**src/rtl/gps_demod_pkg.sv**
```systemverilog
// gps_demod_pkg: register map, mode field positions and LO lookup for gps_demod_mc
package gps_demod_pkg;
  localparam logic [2:0] ADDR_LO_RATE = 3'd0;
  localparam logic [2:0] ADDR_CG_RATE = 3'd1;
  localparam logic [2:0] ADDR_MODE    = 3'd2;
  localparam logic [2:0] ADDR_INTEG   = 3'd3;
  localparam logic [2:0] ADDR_PAUSE   = 3'd4;
  localparam logic [2:0] ADDR_OVR_CLR = 3'd5;
  localparam int MODE_BOC     = 13;
  localparam int MODE_LAST_HI = 12;
  localparam int CODE_LAST_RST = 1022;
  localparam logic [3:0] LO_I_LUT = 4'b1100;
  localparam logic [3:0] LO_Q_LUT = 4'b0110;
  // LUTs are written MSB-first: phase 0 selects bit 3
  function automatic logic lo_bit(input logic [3:0] lut, input logic [1:0] ph);
    return lut[2'd3 - ph];
  endfunction
endpackage

```
**src/rtl/gps_corr_tap.sv**
```systemverilog
// gps_corr_tap: registered 1-bit I/Q mixer and wrapping +/-1 accumulator pair for one tap
module gps_corr_tap import gps_demod_pkg::*; #(
  parameter int INTEG_BITS = 18
) (
  input  logic                  clk,
  input  logic                  rst,
  input  logic                  sample,
  input  logic                  tap,
  input  logic                  lo_i,
  input  logic                  lo_q,
  input  logic                  dump,
  output logic [INTEG_BITS-1:0] acc_i,
  output logic [INTEG_BITS-1:0] acc_q
);
  logic d_i, d_q;
  logic [INTEG_BITS-1:0] step_i, step_q;
  always_comb begin
    step_i = d_i ? '1 : INTEG_BITS'(1);
    step_q = d_q ? '1 : INTEG_BITS'(1);
  end
  // on dump the accumulator restarts with this cycle's contribution so none is lost
  always_ff @(posedge clk) begin
    if (rst) begin
      d_i   <= 1'b0;
      d_q   <= 1'b0;
      acc_i <= '0;
      acc_q <= '0;
    end else begin
      d_i   <= sample ^ tap ^ lo_i;
      d_q   <= sample ^ tap ^ lo_q;
      acc_i <= (dump ? '0 : acc_i) + step_i;
      acc_q <= (dump ? '0 : acc_q) + step_q;
    end
  end
endmodule

```
**src/rtl/gps_demod_mc.sv**
```systemverilog
// gps_demod_mc: multi-tap GPS/Galileo correlator channel with serial dump and valid/ack handshake
module gps_demod_mc import gps_demod_pkg::*; #(
  parameter int NTAPS      = 3,
  parameter int INTEG_BITS = 18,
  parameter int CODEBITS   = 13
) (
  input  logic                clk,
  input  logic                rst,
  input  logic                sample,
  input  logic                wr_en,
  input  logic [2:0]          wr_addr,
  input  logic [31:0]         wr_data,
  input  logic                cg_resume,
  output logic                code_rd,
  input  logic                code_chip,
  output logic [CODEBITS-1:0] nchip,
  output logic                epoch,
  output logic                dump_valid,
  input  logic                dump_ack,
  input  logic                shift,
  output logic                sout,
  output logic                overrun
);
  localparam int SW = 2 * NTAPS * INTEG_BITS;
  logic [31:0] lo_rate, cg_rate, lo_phase, cg_phase;
  logic [32:0] cg_sum;
  logic boc_en, cg_en, code_l, c30, full, half, wrap, dump, lo_i, lo_q, tap0;
  logic [CODEBITS-1:0] code_last;
  logic [3:0] integ_epochs, per_len, ecnt;
  logic [NTAPS-2:0] line;
  logic [NTAPS-1:0] tap;
  logic [SW-1:0] sreg, word;
  always_comb begin
    cg_sum  = {1'b0, cg_phase} + {1'b0, cg_rate};
    c30     = cg_sum[31] ^ cg_phase[31] ^ cg_rate[31];
    full    = cg_sum[32];
    code_rd = cg_en & full;
    half    = cg_en & (c30 | full);
    wrap    = code_rd & (nchip >= code_last);
    dump    = epoch & (ecnt >= per_len);
    lo_i    = lo_bit(LO_I_LUT, lo_phase[31:30]);
    lo_q    = lo_bit(LO_Q_LUT, lo_phase[31:30]);
    tap0    = code_l ^ (boc_en & cg_phase[31]);
    tap     = {line, tap0};
    sout    = sreg[SW-1];
  end
  always_ff @(posedge clk) begin
    if (rst) begin
      lo_rate      <= '0;
      cg_rate      <= '0;
      boc_en       <= 1'b0;
      code_last    <= CODEBITS'(CODE_LAST_RST);
      integ_epochs <= '0;
      cg_en        <= 1'b1;
      lo_phase     <= '0;
      cg_phase     <= '0;
      code_l       <= 1'b0;
      nchip        <= '0;
      line         <= '0;
      epoch        <= 1'b0;
      ecnt         <= '0;
      per_len      <= '0;
      dump_valid   <= 1'b0;
      overrun      <= 1'b0;
      sreg         <= '0;
    end else begin
      if (wr_en && wr_addr == ADDR_LO_RATE) lo_rate <= wr_data;
      if (wr_en && wr_addr == ADDR_CG_RATE) cg_rate <= wr_data;
      if (wr_en && wr_addr == ADDR_MODE) begin
        boc_en    <= wr_data[MODE_BOC];
        code_last <= CODEBITS'(wr_data[MODE_LAST_HI:0]);
      end
      if (wr_en && wr_addr == ADDR_INTEG) integ_epochs <= wr_data[3:0];
      cg_en    <= cg_resume | (cg_en & !(wr_en && wr_addr == ADDR_PAUSE));
      lo_phase <= lo_phase + lo_rate;
      if (cg_en) cg_phase <= cg_sum[31:0];
      if (code_rd) begin
        code_l <= code_chip;
        nchip  <= wrap ? '0 : nchip + CODEBITS'(1);
      end
      if (half) line <= tap[NTAPS-2:0];
      epoch <= wrap;
      // period length is latched only at a period boundary
      if (epoch) ecnt <= dump ? '0 : ecnt + 4'd1;
      if (dump) per_len <= integ_epochs;
      dump_valid <= dump | (dump_valid & !dump_ack);
      overrun    <= (overrun & !(wr_en && wr_addr == ADDR_OVR_CLR)) | (dump & dump_valid & !dump_ack);
      sreg       <= dump ? word : shift ? {sreg[SW-2:0], 1'b0} : sreg;
    end
  end
  for (genvar k = 0; k < NTAPS; k++) begin : g_tap
    logic [INTEG_BITS-1:0] ai, aq;
    gps_corr_tap #(.INTEG_BITS(INTEG_BITS)) u_tap (
      .clk(clk), .rst(rst), .sample(sample), .tap(tap[k]), .lo_i(lo_i), .lo_q(lo_q),
      .dump(dump), .acc_i(ai), .acc_q(aq)
    );
    assign word[SW-1-2*k*INTEG_BITS -: 2*INTEG_BITS] = {ai, aq};
  end
endmodule

```
**config.mk**
```make
export PLATFORM = sky130hd
export DESIGN_NAME = gps_demod_mc
export DESIGN_NICKNAME = d
export VERILOG_FILES = /design/src/rtl/gps_demod_pkg.sv /design/src/rtl/gps_corr_tap.sv /design/src/rtl/gps_demod_mc.sv
export SDC_FILE = /design/constraint.sdc
export NUM_CORES = 1
export LEC_CHECK = 0
export ABC_AREA = 1
export CAP_MARGIN = 20
export CELL_PAD_IN_SITES_DETAIL_PLACEMENT = 1
export CELL_PAD_IN_SITES_GLOBAL_PLACEMENT = 1
export CORE_MARGIN = 1.5
export CORE_UTILIZATION = 46
export DETAILED_ROUTE_END_ITERATION = 16
export PLACE_DENSITY_LB_ADDON = 0.1
export SLEW_MARGIN = 15
export SYNTH_ARGS = -nofsm -noshare
export SYNTH_HDL_FRONTEND = slang
export SYNTH_SLANG_ARGS = --single-unit
```
**constraint.sdc**
```tcl
create_clock -name clk -period 3.5 [get_ports clk]
set_input_delay 0.7 -clock clk [delete_from_list [all_inputs] [get_ports clk]]
set_output_delay 0.7 -clock clk [all_outputs]
set_load 0.05 [all_outputs]
```
==> results of run 1 <==
cell usage after synthesis, types with 2 or more instances:
library cell,n
a211oi_1,2
a21boi_0,6
a21o_1,14
a21oi_1,413
a21oi_2,4
a221oi_1,4
a31oi_1,20
buf_1,11
buf_2,19
buf_4,4
buf_6,4
clkbuf_1,91
dfxtp_1,396
fa_1,8
ha_1,178
inv_1,375
inv_2,2
nand2_1,477
nand2_2,10
nand2_4,2
nand3_1,196
nand3_2,2
nand3b_1,2
nand4_1,24
nor2_1,613
nor3_1,29
nor4_1,8
o211ai_1,17
o21a_1,20
o21ai_0,340
o21ai_1,25
o21ai_2,12
o21bai_1,15
o221ai_1,2
or2_2,2
xnor2_1,15
xor2_1,38
layout make-up:
| cell class | instances | area (sq um) |
|---|---|---|
| Fill cell | 6589 | 23500 |
| Multi-Input combinational cell | 2513 | 13500 |
| Sequential cell | 396 | 7930 |
| Inverter | 378 | 1440 |
| Clock buffer | 65 | 1410 |
| Timing Repair Buffer | 110 | 1110 |
| Tap cell | 672 | 841 |
| Clock inverter | 22 | 251 |
critical path: stages, from the launching register on:
cell and delay (ns):
dfxtp_1 0.34, ha_2 0.19, inv_1 0.05, fa_2 0.35, nand3b_1 0.19, nand2_2 0.09
nand2_2 0.06, o211ai_4 0.12, a21oi_4 0.11, inv_2 0.07, nand2_2 0.08, nand2_8 0.11
nand2_4 0.05, clkinv_2 0.11, buf_12 0.14
registers in the layout (all words and copies together) (netlist names), 4 cells and up:
name               flops
g_tap.u_tap.acc_i     54
code_last             13
cg_rate               32
lo_rate               32
sreg                 108
integ_epochs           4
lo_phase              32
g_tap.u_tap.acc_q     54
cg_phase              32
per_len                4
ecnt                   4
nchip                 13
power groups by stage:
stage               Clock [uW]  Combinational, uW  Sequential [uW]
finish                    5190               3340             5110
global route              5490               3820             5150
CTS                       5320               3290             5110
detailed placement           0               3250             5210
global placement             0               3090             5190
floorplan                    0               2390             5170
per-stage QoR:
stage                     TNS [ns]  power [uW]
final                            0       13600
after global routing       -0.0336       14500
after CTS                        0       13700
after detailed placement         0        8460
after global placement           0        8270
after floorplan                  0        7560
repair_timing:
item                                    4_1_cts  5_1_grt
endpoints found under the setup margin        1       39
gates resized for setup                       2       27
cloned                                        0        1
buffers inserted                              2        3
pin swaps                                     1        2
metal layers:
layer | vias up | part of all wire | GRT usage | wire, um
li1 | 11400 | - | - | -
met1 | 11100 | 0.48 | 0.344 | 32900
met5 | - | 0 | 0 | 0
met2 | 263 | 0.48 | 0.473 | 33000
met3 | 75 | 0.032 | 0.0373 | 2190
met4 | 0 | 0.015 | 0.0519 | 1070
worst max-delay path by stage:
stage               startpoint                       end  slack, ns
floorplan           per_len[1]  g_tap[2].u_tap.acc_q[12]       0.38
global placement    per_len[1]  g_tap[2].u_tap.acc_i[17]       0.23
detailed placement  per_len[1]  g_tap[0].u_tap.acc_i[13]       0.06
CTS                 per_len[1]  g_tap[0].u_tap.acc_i[13]     0.0003
finish              cg_rate[0]                   code_rd       0.14
global route        per_len[1]  g_tap[2].u_tap.acc_i[12]      -0.03
kinds of logic (layout without fill, tap and decap cells):
kind of cell	Yosys count	count (layout)	share of synthesized area
buf+inv	507	575	0.0849
mux	1	1	0.000431
simple gates	1370	1371	0.241
compound gates	902	902	0.209
xor+xnor	53	53	0.0200
fa+ha+maj	186	186	0.103
flops	396	396	0.342
==> out/metrics.yaml, run 1 <==
setup_path:
  r2r_cells: 18
  worst_setup_path_end_kind: "primary output"
  crit_path_start_kind: "flop"
  path_class: "reg2out"
  cp_max_fo: 4
  worstPathArrival_ns: 2.66
  worstPathRequired_ns: 2.80
  r2r_end: "g_tap[2].u_tap.acc_i[17]"
  r2r_slack_ns: 0.27
  r2r_start: "per_len[1]"
power:
  p_clk_frac: 0.381
  intPower_uw: 9210
  p_sw_frac: 0.325
  pwr-share-comb: 0.245
  ir_drop_mv: 0.389
  power_switching_uw: 4430
  power.density_mw_per_mm2: 516
  leakagePower_uw: 0.0118
  seqPwrFrac: 0.375
routing:
  wl_per_cell_um: 16.6
  routed_wl_um: 69200
  detail-route-antenna-nets: 0
  drc_errors: 0
  avgViaCountPerCell: 5.50
  dr.pass1.iters: 5
  drt_iter0_markers: 899
  vias: 22800
grt:
  grt_use_total: 0.266
  grt_antenna_before_repair: 0
  overflow: 0
  grt_pass1_wl_um: 114000
  grt_pass1_vias: 23600
  grt_max_degree: 161
logic_synthesis:
  synth_fp_nets: 3644
  ys_warn_count: 0
  synth_cells: 3415
  synth_largest_area_cell: "dfxtp_1"
  avgSynthCellArea_sq_um: 6.80
  ys_ff_latch: 396
  syn_area_sq_mm: 0.0232
  yosysTopAreaCellShare: 0.342
  yosysSeqAreaShare: 0.342
  synth_edf_count: 0
  synth_flop_cell: "dfxtp_1"
  synth.area.top_cells: "dfxtp_1 34%, nor2_1 9.9%, ha_1 9.6%"
  async_flop_share: 0
  yosys.cell_types.count: 52
sta:
  hold_viol: 0
  slew_headroom: 0.418
  finalSetupViolCount: 0
  timing.final.ws_setup_ns: 0.144
  fin_crit_sh: 0.959
  fmax_ghz: 0.298
  skew_ns: 0.0177
  holdWs_ns: 0.444
  drv_slew: 0
  rsz0062_at_grt: "true"
  fin_crit_ns: 3.36
  worstMarginPinSlew_ns: 0.872
cells_and_area:
  final_common_cell: "nor2_1"
  mostFrequentLayoutCells: "613 x nor2_1, 476 x nand2_1, 409 x a21oi_1"
  diodes: 0
  utilization: 0.529
  fin_cells: 4156
  stdcell_area_sq_mm: 0.0264
  area_growth_pct: 13.9
  drive_above_1_share: 0.0574
  nets: 3676
worst_hold_path:
  worstHoldStart: "rst"
  hold_path_class: "in2reg"
  whs_path_depth: 2
  hold_end: "lo_phase[1]"
placement:
  post-dp-hpwl_um: 49900
  gp_congestion: 0.882
  pre_cts_ws_ns: 0.0616
  dpl_cell_area_sq_mm: 0.0246
  io_buffers: 60
  dp.cells: 4063
clock_network:
  cts_buffers: 48
  cts-root-buf: "clkbuf_16"
  clock_sinks: 396
  clkLatencyLatePin_ns: 0.60
  htreeDepth: 2
  ctsHoldBuffers: 0
  path_clk_slew_ns: 0.06
  cts_buffer_depth: 3
  tritoncts: "built"
floorplan:
  die_w_um: 228
  io_pins: 61
  rows: 82
  die_area_sq_mm: 0.0518
  dieHeight_um: 228
  start_util: 0.465
  core-area_sq_mm: 0.0500
run_status:
  status: "completed"
job:
  drv_cap: 0
(Power assumes the default switching activity.)
==> inputs of run 2 (changes only) <==
Settings changed: ABC_CLOCK_PERIOD_IN_PS from default to 3500.
==> results of run 2 <==
Same layout as run 1: the final DEF is identical, and so are final timing and power.
==> inputs of run 3 (changes only) <==
Settings changed: ABC_AREA 1 to default, CORE_UTILIZATION 46 to 48, SETUP_SLACK_MARGIN from default to 0.02.
==> out/metrics.yaml, run 3 <==
sta:
  drv_slew: 0  # unchanged
  rsz0062_at_grt: "true"
  finalSetupTns_ns: -7.70  # -7.70 ns
  hold_viol: 0  # unchanged
  worstMarginPinSlew_ns: 0.797  # -0.0747 ns
  fin_crit_ns: 3.92  # +0.559 ns
  skew_ns: 0.0191  # +0.00137 ns
  finalSetupViolCount: 43  # +43
  fin_crit_sh: 1.12  # +0.160
  fmax_ghz: 0.255  # -14%
  slew_headroom: 0.468  # +0.0506
  timing.final.ws_setup_ns: -0.415  # -0.559 ns
setup_path:
  r2r_end: "g_tap[2].u_tap.acc_q[17]"
  crit_path_start_kind: "flop"
  r2r_start: "ecnt[0]"
  worst_setup_path_end_kind: "flop"
  critPathLaunch: "ecnt[0]"
  r2r_slack_ns: -0.42  # -0.69 ns
  worstPathArrival_ns: 4.39  # +1.73 ns
  worstPathRequired_ns: 3.98  # +1.18 ns
  cp.depth: 17  # +3
  cp_max_fo: 7  # +3
  crit_family: "simple AND/OR/NAND/NOR gates"
  worst_path_largest_cell_delay_ns: 0.48  # +0.13 ns
  r2r_cells: 17  # -1
  worstSetupEndpoint: "g_tap[2].u_tap.acc_q[17]"
  path_cells: "inv_4, ha_4, nor2b_4, o21ai_2, and2_4, o21ai_4, buf_12, and2_4, ha_4, nand2_2, o211ai_1, and3_4, a31oi_4, a211o_1, or4_1, a32oi_1, mux2_2"
  cp_slowest_cell: "or4_1"
  cp.buffers_inverters: 2  # -2
  path_class: "reg2reg"
routing:
  vias: 20900  # -8.6%
  drt_iter0_markers: 1190  # +32%
  detail-route-antenna-nets: 0  # unchanged
  avgViaCountPerCell: 5.95  # +8.3%
  dr.pass1.iters: 5  # unchanged
  routed_wl_um: 78000  # +13%
  drc_errors: 0  # unchanged
  wl_per_cell_um: 22.2  # +33%
cells_and_area:
  utilization: 0.621  # +0.0924
  drive_above_1_share: 0.183  # +0.126
  fin_cells: 3510  # -16%
  largest_reg_flops: 108  # unchanged
  mostFrequentLayoutCells: "388 x dfxtp_1, 331 x nor2_1, 265 x nand2_1"
  area_growth_pct: 27.1
  final_common_cell: "dfxtp_1"
  reg_top3: "sreg (108), g_tap.u_tap.acc_i (54), g_tap.u_tap.acc_q (54)"
  top_register: "sreg"
  nets: 3100  # -16%
clock_network:
  clock_sinks: 396  # unchanged
  clkLatencyLatePin_ns: 0.60  # about the same
  cts-root-buf: "clkbuf_16"
  cts_buffer_depth: 3  # unchanged
  path_clk_slew_ns: 0.06  # about the same
  htreeDepth: 2  # unchanged
  tritoncts: "built"
  ctsHoldBuffers: 0  # unchanged
  cts_buffers: 48  # unchanged
power:
  power.density_mw_per_mm2: 503  # -2.5%
  p_sw_frac: 0.302  # -0.0229
  seqPwrFrac: 0.357  # -0.018
  leakagePower_uw: 0.0124  # +4.6%
  ir_drop_mv: 0.710  # +82%
  p_clk_frac: 0.389  # +0.008
  power_switching_uw: 4300  # -2.9%
  intPower_uw: 9940  # +8.0%
  pwr-share-comb: 0.254  # +0.009
  p_total_uw: 14200  # +4.4%
placement:
  io_buffers: 60  # unchanged
  post-dp-hpwl_um: 44300  # -11%
  dp.cells: 3343  # -18%
  pre_cts_ws_ns: -0.248  # -0.309 ns
  gp_congestion: 0.903  # +2.5%
worst_hold_path:
  whs_path_depth: 2  # unchanged
  hold_path_class: "in2reg"
logic_synthesis:
  synth.area.top_cells: "dfxtp_1 36%, ha_1 10%, mux2i_1 5.8%"
  async_flop_share: 0  # unchanged
  yosys.cell_types.count: 77  # +48%
  yosysSeqAreaShare: 0.356  # +0.0142
  synth_largest_area_cell: "dfxtp_1"
  synth_cells: 2664  # -22%
  synth_edf_count: 0  # unchanged
  synth_most_common_cell: "dfxtp_1"
  avgSynthCellArea_sq_um: 8.37  # +23%
  synth_flop_cell: "dfxtp_1"
  synth_fp_nets: 2893  # -21%
  yosysTopAreaCellShare: 0.356  # +0.0142
  ys_top_cells_by_count: "396 x dfxtp_1, 332 x nor2_1, 274 x nand2_1, 190 x a21oi_1, 178 x ha_1"
  ys_ff_latch: 396  # unchanged
  ys_warn_count: 0  # unchanged
  syn_area_sq_mm: 0.0223  # -4.0%
floorplan:
  die_w_um: 218  # -4.0%
  dieHeight_um: 218  # -4.0%
  core-area_sq_mm: 0.0456  # -8.8%
  rows: 78  # -4.9%
  io_pins: 61  # unchanged
  start_util: 0.489  # +0.0244
  die_area_sq_mm: 0.0477  # -7.9%
grt:
  grt_max_degree: 115  # -29%
  overflow: 0  # unchanged
  grt_antenna_before_repair: 2  # +2
  grt_pass1_vias: 21900  # -7.1%
  grt_pass1_wl_um: 111000  # -3.2%
  grt_use_total: 0.283  # +0.0164
run_status:
  status: "complete, but fails checks"
  violations: "setup timing"
job:
  drv_cap: 0  # unchanged
[run 3: cell types whose count changed after synthesis, sizes merged, moves of 36 or more]
| cell | before | now |
|---|---|---|
| a21oi | 418 | 195 |
| nor2 | 614 | 332 |
| inv | 377 | 75 |
| a21o | 14 | 50 |
| a211oi | 2 | 132 |
| nand2 | 489 | 274 |
| xnor2 | 15 | 67 |
| mux2i | 1 | 130 |
| nand3 | 198 | 49 |
| o21ai | 377 | 89 |
| and2 | 1 | 107 |
[run 3: power groups by stage]
stage	combinational [uW]	sequential [uW]	clock, uW
global placement	2630	5120	0
detailed placement	2780	5120	0
CTS	2960	5040	5560
floorplan	1900	5070	0
finish	3620	5080	5540
global route	3890	5110	5780
[run 3: per-stage QoR]
stage                     hold WS, ns  instance area (sq um)
after global routing            0.467                  28300
after detailed placement        0.453                  24500
final                           0.461                  28300
after floorplan                 0.424                  22400
after CTS                       0.440                  27000
after global placement          0.448                  24500
[run 3: how the worst min path moves through the flow]
stage,startpoint,slack [ns],to
2_1_floorplan,integ_epochs[2],0.42,per_len[2]
3_3_place_gp,code_last[10],0.45,code_last[10]
3_5_place_dp,lo_rate[5],0.45,lo_rate[5]
4_1_cts,rst,0.44,cg_phase[14]
5_1_grt,rst,0.47,cg_phase[15]
6_report,rst,0.46,cg_phase[14]
[run 3: cells by family after synthesis]
kind of cell / count (synthesis) / share of synthesized area
multiplexers: 135 / 0.0609
flip-flops: 396 / 0.356
buffers and inverters: 205 / 0.0351
XOR/XNOR: 137 / 0.0538
adder cells (fa/ha/maj): 186 / 0.107
AND/OR/NAND/NOR: 978 / 0.202
AO/OA/AOI/OAI: 627 / 0.185
[run 3: metal layers]
metal	vias to the layer above	routed length (um)	global-route usage
li1	9827	-	-
met1	10300	31100	0.312
met2	479	40400	0.524
met3	234	2620	0.0437
met4	2	3840	0.137
met5	-	11	0
[run 3: worst reg2reg max path, cell delays in order, from the launching register on]
cell and delay (ns):
dfxtp_2 0.37, inv_4 0.06, ha_4 0.24, nor2b_4 0.14
o21ai_2 0.08, and2_4 0.15, o21ai_4 0.22, buf_12 0.17
and2_4 0.17, ha_4 0.14, nand2_2 0.06, o211ai_1 0.24
and3_4 0.25, a31oi_4 0.09, a211o_1 0.33, or4_1 0.48
a32oi_1 0.23, mux2_2 0.35
[run 3: repair_timing]
item,4_1_cts,5_1_grt
endpoints found under the hold margin,0,0
resized for setup,87,180
cloned,3,6
setup buffers,46,29
endpoints found under the setup margin,38,65
pin swaps,35,69
[run 3: final cells by class]
| type | instances | area [sq um] |
|---|---|---|
| antenna | 2 | 5.00 |
| clock buffer | 65 | 1380 |
| clock inverter | 22 | 347 |
| fill | 5168 | 17300 |
| inverter | 75 | 284 |
| multi-input combinational | 2063 | 14900 |
| sequential | 396 | 7940 |
| tap | 600 | 751 |
| timing repair buffer | 287 | 2750 |
